`src/rtl/flash_cmd_seq.sv`:
```
// Command-phase sequencer for the serial flash slave: decodes the opcode as it is
// captured, then steps through address, dummy and data phases driving phase enables.
module flash_cmd_seq #(
    parameter int DUMMY_CYC = 8
) (
    input  logic        sck,
    input  logic        rst,
    input  logic        cs_n,
    input  logic        mode,
    input  logic [7:0]  op_in,
    input  logic [7:0]  op,
    output logic        en_opcode,
    output logic [23:0] addr,
    output logic        addr_valid,
    output logic [2:0]  cmd_class,
    output logic        dummy_active,
    output logic        data_in_en,
    output logic        data_out_en,
    output logic        illegal,
    output logic [2:0]  dbg_state
);

    localparam logic [2:0] IDLE   = 3'd0;
    localparam logic [2:0] OPCODE = 3'd1;
    localparam logic [2:0] ADDR   = 3'd2;
    localparam logic [2:0] DUMMY  = 3'd3;
    localparam logic [2:0] DATA   = 3'd4;
    localparam logic [2:0] HOLD   = 3'd5;

    localparam logic [4:0] DUMMY_LAST = 5'(DUMMY_CYC - 1);

    logic [2:0] state;
    logic [4:0] cnt;
    logic [7:0] nxt_op;
    logic [2:0] nxt_class;
    logic       opcode_done;
    logic       addr_done;

    function automatic logic [2:0] decode_op(input logic [7:0] o);
        case (o)
            8'h03:   decode_op = 3'd1;
            8'h0B:   decode_op = 3'd2;
            8'h02:   decode_op = 3'd3;
            8'h20:   decode_op = 3'd4;
            8'h06:   decode_op = 3'd5;
            8'h05:   decode_op = 3'd6;
            8'h9F:   decode_op = 3'd7;
            default: decode_op = 3'd0;
        endcase
    endfunction

    // nxt_op matches what the opcode stage latches on this same edge.
    always_comb begin
        nxt_op      = mode ? op_in : {op[6:0], op_in[0]};
        nxt_class   = decode_op(nxt_op);
        opcode_done = (state == IDLE && mode) || (state == OPCODE && cnt == 5'd7);
        addr_done   = (state == ADDR) && (cnt == (mode ? 5'd2 : 5'd23));
    end

    assign en_opcode = !cs_n && !rst && (state == IDLE || state == OPCODE);
    assign dbg_state = state;

    always_ff @(posedge sck or posedge rst) begin
        if (rst) begin
            state        <= IDLE;
            cnt          <= '0;
            addr         <= '0;
            cmd_class    <= '0;
            addr_valid   <= 1'b0;
            illegal      <= 1'b0;
            dummy_active <= 1'b0;
            data_in_en   <= 1'b0;
            data_out_en  <= 1'b0;
        end else if (cs_n) begin
            // addr and cmd_class survive deselect; everything else clears.
            state        <= IDLE;
            cnt          <= '0;
            addr_valid   <= 1'b0;
            illegal      <= 1'b0;
            dummy_active <= 1'b0;
            data_in_en   <= 1'b0;
            data_out_en  <= 1'b0;
        end else begin
            addr_valid <= 1'b0;
            if (opcode_done) begin
                cmd_class <= nxt_class;
                cnt       <= '0;
                case (nxt_class)
                    3'd1, 3'd2, 3'd3, 3'd4: state <= ADDR;
                    3'd6, 3'd7: begin
                        state       <= DATA;
                        data_out_en <= 1'b1;
                    end
                    3'd0: begin
                        state   <= HOLD;
                        illegal <= 1'b1;
                    end
                    default: state <= HOLD;
                endcase
            end else begin
                case (state)
                    IDLE: begin
                        state <= OPCODE;
                        cnt   <= 5'd1;
                    end
                    OPCODE: cnt <= cnt + 5'd1;
                    ADDR: begin
                        addr <= mode ? {addr[15:0], op_in} : {addr[22:0], op_in[0]};
                        if (addr_done) begin
                            addr_valid <= 1'b1;
                            cnt        <= '0;
                            case (cmd_class)
                                3'd1: begin
                                    state       <= DATA;
                                    data_out_en <= 1'b1;
                                end
                                3'd2: begin
                                    state        <= DUMMY;
                                    dummy_active <= 1'b1;
                                end
                                3'd3: begin
                                    state      <= DATA;
                                    data_in_en <= 1'b1;
                                end
                                default: state <= HOLD;
                            endcase
                        end else begin
                            cnt <= cnt + 5'd1;
                        end
                    end
                    DUMMY: begin
                        if (cnt == DUMMY_LAST) begin
                            state        <= DATA;
                            dummy_active <= 1'b0;
                            data_out_en  <= 1'b1;
                        end else begin
                            cnt <= cnt + 5'd1;
                        end
                    end
                    default: ;
                endcase
            end
        end
    end

endmodule

```
`config.mk`:
```
export PLATFORM = sky130hd
export DESIGN_NAME = flash_cmd_seq
export DESIGN_NICKNAME = d
export VERILOG_FILES = /design/src/rtl/flash_cmd_seq.sv
export SDC_FILE = /design/constraint.sdc
export NUM_CORES = 1
export LEC_CHECK = 0
export BUFFER_PORTS_ARGS = -buffer_cell sky130_fd_sc_hd__buf_2
export CORE_MARGIN = 4
export CORE_UTILIZATION = 58
export CTS_CLUSTER_DIAMETER = 80
export DETAILED_ROUTE_END_ITERATION = 8
export HOLD_SLACK_MARGIN = 0.1
export PLACE_DENSITY = 0.89
export SETUP_SLACK_MARGIN = 0.4
export SLEW_MARGIN = 20
export SYNTH_ARGS = -nofsm -noshare
export SYNTH_HDL_FRONTEND = slang
export SYNTH_SLANG_ARGS = --single-unit
```
`constraint.sdc`:
```
create_clock -name sck -period 3.1 [get_ports sck]
set_input_delay 0.62 -clock sck [delete_from_list [all_inputs] [get_ports sck]]
set_output_delay 0.62 -clock sck [all_outputs]
set_load 0.03 [all_outputs]
```
==> run metrics, run 1 <==
outcome complete, no violations; Top FF cell, synth dfrtp_1; total gr overflow 0; Worst Path Arrival 2.51 ns; CP Cell Sequence buf_2 -> nor4b_1 -> o21ai_1 -> o22a_1 -> nor3_1 -> mux2_2; number of flops mapped to enable cells by yosys 0; WL per Instance 16.8 µm; post-synthesis compound-gate area fraction 19.0%; total routed wirelength 5.85 mm; share of layout cells above drive strength 1 24.7%; first-pass GRT wire length 10.0 mm; Die Width 71.4 µm; clk root buf clkbuf_8; I/O Buffers 54; Clock transition at path regs 0.09 ns; setup violators final 0; Clock Latency Late Sink 0.30 ns; M2 GR Usage 39.8%; Cell variety after synth 54; die height 71.4 µm; Routed Antenna Nets 0; die footprint 0.00510 mm²; cts bufs inserted 5; postcts setup bufs 0; Multi-input gate area 0.00123 mm²; post-synthesis to final-layout area growth 17.2%; PwrDens 881 mW/mm²; most frequent cells in the layout 54 x buf_2, 40 x dfrtp_1, 34 x nand2_1; clk sinks 40; crit end category register; syn avg cell area 9.41 µm²; async set or reset register ratio after synthesis 100%; Global Route Usage Sum 24.5%; Buf+Inv Stages, Crit Path 1; sequential standard cell area 0.00100 mm²; syn_nets 269; Design Power 0.00241 W; setup_tns 0 ns; post-synthesis mux area share 10.8%; vias per cell 6.27; post-synthesis xor/xnor area fraction 0%; simple-gate area share of the yosys netlist 22.4%; Crit path largest cell delay 0.43 ns; CTS hold repair buffers 0; Design Area, Final 0.00274 mm²; Tcrit/Tclk final 74.9%; GPL Wtd Cong 0.866; Synth Register Bits 40; effective utilization at floorplan 61.9%; Layout Skew 0.0121 ns; # fillers 278; leakage power 1.35 nW; Critical Path RT 3.29 ns; Top delay family on crit path simple AND/OR/NAND/NOR gates; DP Area 0.00262 mm²; Startpoint Class input pin; depth of the CTS H-tree 2; post-synthesis cell area 0.00233 mm²; vias in the first global route 2097; vias 2182; First DRT Iteration DRCs 155; Final Hold Viols 0; initial antenna violation count 0; crit path kind in2reg; DRT Pass-1 Iters 4; peak supply drop 556 µV; grt peak-use layer met2; Cell Rows 22; CTS max path bufs 2; global-route met3 utilization 5.33%; largest net degree at the start of global routing 48; critical path peak fanout 28; Slew HR 38.1%; met1 usage 31.8%; CTS tree built; RSZ-0062 raised after global routing no; core footprint 0.00377 mm²; adder-cell share of the synthesized area 0.536%; post-DP HPWL 3.99 mm; Pins Over Slew Limit 0; minimum clock period 2.32 ns; DRC 0; sequential element share of the synthesized area 42.9%; worst slew pin tran 0.928 ns; CTS-repair resized insts 0; Synth Instances 248; commonest non-fill, non-tap cell in the layout buf_2; largest family of logic cells by synthesized area simple AND/OR/NAND/NOR gates; ant diodes 0; Crit-path slowest cell buf_2; nets@finish 320; yosys warns 0; max-cap violation count 0; fmax 430 MHz; Hold Crit Class reg2reg; # IOs 56
==> worst reg2reg max path: stages (launching register included) <==
cell and delay [ns]:
dfrtp_1 0.48, ha_1 0.28, and4bb_2 0.35, mux2i_1 0.17, nor4_4 0.45, mux2_2 0.39
==> logic make-up after synthesis <==
kind of cell,count (synthesis)
simple gates,97
fa+ha+maj,1
compound gates,64
flops,40
mux,25
buf+inv,21
==> sequential cells by signal, summed over array words and instances, names as in the netlist <==
register and cells:
addr 24, addr_valid 1, cmd_class 3, cnt 5
data_in_en 1, data_out_en 1, dbg_state 3, dummy_active 1
illegal 1
==> Yosys cell counts (4+ instances only) <==
library cell / n / share of area [%]
nand2b_1: 4 / 1.1
a31oi_1: 6 / 1.6
mux2i_1: 23 / 9.9
inv_1: 7 / 1.1
o21ai_0: 24 / 5.1
nor3_1: 4 / 0.86
dfrtp_1: 40 / 43
buf_2: 5 / 1.1
clkbuf_1: 6 / 0.97
or3_1: 4 / 1.1
nor4_1: 5 / 1.3
nor2_1: 16 / 2.6
nand2_1: 34 / 5.5
nand3_1: 6 / 1.3
a21oi_1: 5 / 1.1
==> final cells by class <==
| type | count | share of cell area (%) |
|---|---|---|
| multi-input combinational | 187 | 45.1 |
| clock buffer | 5 | 2.52 |
| tap | 48 | 2.20 |
| sequential | 40 | 36.6 |
| timing repair buffer | 58 | 11.0 |
| inverter | 7 | 0.961 |
| clock inverter | 3 | 1.69 |
==> report_power, final <==
group	total (W)	switching (W)	internal (W)
Sequential	0.000930	0.000238	0.000691
Clock	0.000449	0.000206	0.000243
Combinational	0.00103	0.000701	0.000329
==> layer usage <==
layer / vias to the layer above / share of wire [%]
met5: - / 0
met4: 0 / 2.5
met3: 13 / 6.4
met2: 83 / 50
met1: 1056 / 41
li1: 1030 / -
==> worst paths after layout <==
path                                   startpoint  cells after the start  slack, ns                  endpoint
setup / recovery                             mode                      6       0.78  dummy_active$_DFFE_PP0P_
min in group asynchronous                     rst                      2       0.53  dummy_active$_DFFE_PP0P_
setup reg to reg               cnt[0]$_DFFE_PP0P_                      5       0.87  cmd_class[2]$_DFFE_PP0P_
hold reg to reg            data_in_en$_DFFE_PP0P_                      2       0.51    data_in_en$_DFFE_PP0P_
hold / removal             data_in_en$_DFFE_PP0P_                      2       0.51    data_in_en$_DFFE_PP0P_
max in group asynchronous                     rst                      3       1.89      addr[14]$_DFFE_PP0P_
==> per-stage QoR <==
step	cells	util (%)	hold WS (ns)	setup WS (ns)
finish	348	72.5	0.505	0.777
global placement	340	69.5	0.466	0.602
CTS	348	72.5	0.507	0.802
floorplan	248	-	0.517	0.686
global route	348	72.5	0.543	0.513
detailed placement	340	69.5	0.478	0.495
Note: power is estimated with default switching activity, not from simulation.
==> inputs of run 2 (changes only) <==
CORE_UTILIZATION = 53   (was 58)
PLACE_DENSITY = 0.83   (was 0.89)
clock period = 2.4 ns   (was 3.1 ns; I/O delays follow)
==> run metrics, run 2 (synthesis gave the netlist of run 1 again) <==
DRT Pass-1 Iters 4 (unchanged); Tcrit/Tclk final 79.6%; total routed wirelength 5.75 mm (-1.6%); vias per cell 6.06 (-3.4%); Slew HR 66.5% (+28 points); effective utilization at floorplan 56.7% (-5.2 points); depth of the CTS H-tree 2 (unchanged); RSZ-0062 raised after global routing no; Layout Skew 0.0120 ns (-0.000109 ns); setup_tns 0 ns (unchanged); Final Hold Viols 0 (unchanged); cts bufs inserted 5 (unchanged); Clock transition at path regs 0.08 ns (about the same); post-DP HPWL 3.80 mm (-4.6%); Largest regs addr: 24 flops, cnt: 5 flops; CTS max path bufs 2 (unchanged); PwrDens 1130 mW/mm² (+28%); share of layout cells above drive strength 1 29.2% (+4.5 points); max-cap violation count 0 (unchanged); CTS hold repair buffers 0 (unchanged); fin util 69.6% (-2.9 points); core footprint 0.00412 mm² (+9.1%); outcome complete, no violations; Pins Over Slew Limit 0 (unchanged); I/O Buffers 54 (unchanged); Hold Crit Class in2async; fmax 524 MHz; peak supply drop 498 µV (-10%); Cell Rows 23 (+4.5%); Reg with most FFs addr; initial antenna violation count 0 (unchanged); Critical path origin cnt[1]$_DFFE_PP0P_; die footprint 0.00553 mm² (+8.4%); leakage power 1.40 nW (+3.6%); Startpoint Class register; minimum clock period 1.91 ns; Worst Path Arrival 2.09 ns (-0.42 ns); critical path peak fanout 8 (-71%); clk root buf clkbuf_8; setup violators final 0 (unchanged); WL per Instance 16.2 µm (-3.6%); worst slew pin tran 0.502 ns (-0.426 ns); DRC 0 (unchanged); most frequent cells in the layout 54 x buf_2, 38 x dfrtp_1, 34 x nand2_1; ant diodes 0 (unchanged); crit path kind reg2reg; Routed Antenna Nets 0 (unchanged); Clock Latency Late Sink 0.30 ns (about the same); GPL Wtd Cong 0.842 (-2.9%); total gr overflow 0 (unchanged); reg2reg start cnt[1]$_DFFE_PP0P_; die height 74.4 µm (+4.1%); nets@finish 326 (+1.9%); largest net degree at the start of global routing 48 (unchanged); CTS tree built; commonest non-fill, non-tap cell in the layout buf_2; flop-to-flop setup slack 0.49 ns (-0.38 ns); # IOs 56 (unchanged); Critical Path RT 2.58 ns (-0.71 ns); post-synthesis to final-layout area growth 22.7%; vias in the first global route 1889 (-9.9%); First DRT Iteration DRCs 225 (+45%); max reg flops 24 (unchanged); Die Width 74.4 µm (+4.1%); first-pass GRT wire length 8.83 mm (-12%); vias 2150 (-1.5%); Global Route Usage Sum 20.4% (-4.0 points); crit end category register; clk sinks 40 (unchanged)
run 2: cell count changes in the layout (fill, tap and decap cells not counted), sizes merged:
cell	delta
clkinvlp	-1
bufinv	+1
inv	-1
buf	+6
run 2: final timing paths:
kind	cells past startpoint	end
min in group sck	2	addr[23]$_DFFE_PP0P_
worst max register to register	7	cnt[2]$_DFFE_PP0P_
worst max-delay path	7	cnt[2]$_DFFE_PP0P_
max in group asynchronous	3	dbg_state[1]$_DFFE_PP0P_
worst min-delay path	3	dummy_active$_DFFE_PP0P_
worst min register to register	2	addr[23]$_DFFE_PP0P_
run 2: through the flow:
stage / hold slack (ns) / total power [W] / worst slack [ns] / std cells / area (µm²)
floorplan: 0.517 / 0.00211 / 0.521 / 248 / 2340
global placement: 0.466 / 0.00247 / 0.271 / 342 / 2630
detailed placement: 0.477 / 0.00250 / 0.217 / 342 / 2630
CTS: 0.335 / 0.00315 / 0.381 / 352 / 2790
global route: 0.366 / 0.00341 / 0.376 / 355 / 2860
finish: 0.304 / 0.00323 / 0.490 / 355 / 2860
run 2: final cells by class:
class / instances / area [µm²]
multi-input cells: 187 / 1290
well taps: 50 / 62.6
clock inverters: 2 / 60.1
fillers: 322 / 1250
repair buffers: 64 / 349
inverters: 7 / 26.3
clock buffers: 5 / 68.8
flip-flops and latches: 40 / 1000
run 2: what timing repair did:
action	in CTS	in global routing
setup endpoints to repair	10	12
pin swaps	1	2
gates resized for setup	3	10
buffers inserted	3	3
run 2: worst max-delay path, stage by stage (launching register included):
cell      delay [ns]
dfrtp_1         0.42
ha_4            0.18
and4bb_4        0.28
buf_4           0.12
a31oi_1         0.11
nor2_2          0.31
nor4b_1         0.10
a211o_1         0.27
run 2: routing by layer:
metal  global-route usage [%]  vias to the layer above  part of all wire [%]
li1                         -                     1025                     -
met1                     27.9                     1016                    43
met5                        0                        -                     0
met3                     4.05                       19                   6.2
met4                     8.89                        0                   3.5
met2                     31.7                       90                    47
run 2: report_power, final:
group / internal (W) / total [W] / leakage [nW] / switching (W)
registers: 0.000897 / 0.00120 / 0.527 / 0.000300
logic: 0.000478 / 0.00139 / 0.807 / 0.000914
clock network: 0.000409 / 0.000640 / 0.0642 / 0.000231
total: 0.00178 / 0.00323 / 1.40 / 0.00145
==> inputs of run 3 (changes only) <==
ABC_AREA = 1   (was unset)
CORE_UTILIZATION = 49   (was 53)
PLACE_DENSITY = 0.8   (was 0.83)
clock period = 1.75 ns   (was 2.4 ns; I/O delays follow)
==> run metrics, run 3 <==
Crit-path slowest cell dfrtp_1; vias in the first global route 2692 (+43%); critical path peak fanout 6 (-2); total routed wirelength 7.81 mm (+36%); cts bufs inserted 5 (unchanged); post-layout instance count excluding filler cells 523 (+47%); I/O Buffers 54 (unchanged); reg2reg end data_out_en$_DFFE_PP0P_; Critical Path RT 1.95 ns (-0.63 ns); Critical path origin cnt[1]$_DFFE_PP0P_; minimum clock period 1.62 ns (-0.290 ns); Cell Rows 26 (+13%); yosys warns 0 (unchanged); max reg flops 24 (unchanged); total gr overflow 0 (unchanged); first-pass GRT wire length 11.9 mm (+35%); Clock Latency Late Sink 0.31 ns (about the same); max-cap violation count 0 (unchanged); # IOs 56 (unchanged); Routed Antenna Nets 0 (unchanged); Design Area, Final 0.00361 mm² (+26%); Startpoint Class register; post-DP HPWL 4.79 mm (+26%); # fillers 384 (+19%); Cell variety after synth 29 (-46%); syn avg cell area 6.94 µm² (-26%); Hold Crit Class in2async; reg2reg start cnt[1]$_DFFE_PP0P_; Synth Register Bits 40 (unchanged); DP Area 0.00297 mm² (+13%); Top FF cell, synth dfrtp_1; setup violators final 0 (unchanged); DRT Pass-1 Iters 5 (+1); Final Hold Viols 0 (unchanged); Crit path largest cell delay 0.40 ns (-0.02 ns); commonest non-fill, non-tap cell in the layout nand2_1; Worst Path Arrival 1.82 ns (-0.27 ns); setup_tns 0 ns (unchanged); Tcrit/Tclk final 92.6% (+13 points); CTS max path bufs 2 (unchanged); PwrDens 1510 mW/mm² (+34%); nets@finish 473 (+45%); First DRT Iteration DRCs 175 (-22%); die height 80.4 µm (+8.1%); vias 2803 (+30%); Synth top cells by count 103 x nand2_1, 45 x inv_1, 43 x o21ai_0; initial antenna violation count 0 (unchanged); post-synthesis cell area 0.00257 mm² (+10%); DRC 0 (unchanged); outcome complete, no violations; die footprint 0.00646 mm² (+17%); CTS hold repair buffers 0 (unchanged); Die Width 80.4 µm (+8.1%); post-synthesis to final-layout area growth 40.6%; Pins Over Slew Limit 0 (unchanged); ant diodes 0 (unchanged); peak supply drop 1050 µV (+110%); leakage power 1.89 nW (+36%); RSZ-0062 raised after global routing yes; number of flops mapped to enable cells by yosys 0 (unchanged); worst slew pin tran 0.504 ns (+0.00241 ns); clk sinks 40 (unchanged); Layout Skew 0.0178 ns (+0.00579 ns); vias per cell 5.36 (-12%); Global Route Usage Sum 23.6% (+3.2 points); Largest regs addr: 24 flops, cnt: 5 flops; GPL Wtd Cong 0.927 (+10%); core footprint 0.00511 mm² (+24%); most frequent cells in the layout 81 x nand2_1, 50 x buf_2, 40 x inv_1; synth top area cells dfrtp_1 39%, nand2_1 15%, o21ai_0 8.4%; Clock transition at path regs 0.09 ns (about the same); Reg with most FFs addr; sequential element share of the synthesized area 39.0% (-3.9 points); clk root buf clkbuf_8; async set or reset register ratio after synthesis 100% (unchanged); area leader, netlist dfrtp_1; depth of the CTS H-tree 2 (unchanged); Synth Instances 370 (+49%); CP Cell Sequence ha_4 -> nand2_4 -> nor3_4 -> nand2_2 -> nand2_4 -> nand2_8 -> inv_8 -> nand3_4 -> nand4_1 -> nand2_1; fin util 70.7% (+1.1 points); crit path kind reg2reg; share of layout cells above drive strength 1 41.7% (+13 points); WL per Instance 14.9 µm (-7.8%); CTS tree built; crit end category register; fmax 617 MHz (+18%); syn_nets 391 (+45%); count leader, synth nand2_1; flop-to-flop setup slack 0.13 ns (-0.36 ns); R2R depth 10 (+3); largest net degree at the start of global routing 41 (-15%); placed insts 491 (+44%); Setup crit end data_out_en$_DFFE_PP0P_; effective utilization at floorplan 50.3% (-6.4 points); top-area cell type share of the netlist area 39.0% (-3.9 points); Slew HR 66.4% (-0.16 points); Top cell by count, worst path nand2_4
run 3: critical path, delay by kind of cell (launching register included):
family	cells	cell delay [ns]
adder cells (fa/ha/maj)	1	0.17
buffers and inverters	1	0.10
flip-flops	1	0.40
AND/OR/NAND/NOR	8	0.83
run 3: kinds of logic (layout without fill, tap and decap cells):
family | count (synthesis) | after routing | share of synthesized area (%)
xor gates and xnor gates | 2 | 2 | 0.682
AOI/OAI and AO/OA | 73 | 73 | 15.6
adders and majority gates | 1 | 1 | 0.487
DFF | 40 | 40 | 39.0
and+or+nand+nor | 194 | 194 | 34.2
buffers and inverters | 60 | 143 | 10.0
run 3: worst min path at each step:
stage / start / end / slack (ns) / cells after the start
after floorplan: op_in[0] / addr[0]$_DFFE_PP0P_ / 0.47 / 2
after global placement: data_out_en$_DFFE_PP0P_ / data_out_en$_DFFE_PP0P_ / 0.46 / 2
after detailed placement: data_out_en$_DFFE_PP0P_ / data_out_en$_DFFE_PP0P_ / 0.45 / 2
after CTS: rst / addr[9]$_DFFE_PP0P_ / 0.21 / 3
after global routing: rst / cnt[1]$_DFFE_PP0P_ / 0.25 / 3
final: rst / cnt[1]$_DFFE_PP0P_ / 0.19 / 3
run 3: cell type report:
cell class / count / area (µm²) / area share [%]
Tap cell: 70 / 87.6 / 2.43
Sequential cell: 40 / 1000 / 27.8
Clock buffer: 5 / 68.8 / 1.91
Clock inverter: 3 / 21.3 / 0.589
Timing Repair Buffer: 85 / 588 / 16.3
Inverter: 50 / 205 / 5.68
Multi-Input combinational cell: 270 / 1640 / 45.3
run 3: stage by stage:
stage	power, W	hold slack [ns]	setup WS, ns
after CTS	0.00505	0.206	0.204
after global placement	0.00396	0.458	0.0546
after detailed placement	0.00403	0.453	0.00986
after floorplan	0.00333	0.471	0.326
final	0.00545	0.188	0.130
after global routing	0.00580	0.248	0.0250
run 3: routing by layer:
layer  GRT usage [%]  vias up  routed length, µm
li1                -     1344                  -
met1            28.1     1325               3100
met2            39.9      105               3990
met3            5.94       29                500
met4            10.5        0                221
met5               0        -                  0
run 3: timing repair:
item                                    in CTS  in global routing
endpoints found under the setup margin      38                 34
setup buffers                               14                  7
cloned                                       0                  3
pin swaps                                    9                 16
gates resized for setup                     52                 58
run 3: power breakdown:
group / leakage (nW) / total, W / switching, W / internal [W]
clock network: 0.0445 / 0.000648 / 0.000365 / 0.000283
registers: 0.501 / 0.00163 / 0.000329 / 0.00130
logic: 1.35 / 0.00318 / 0.00208 / 0.00110
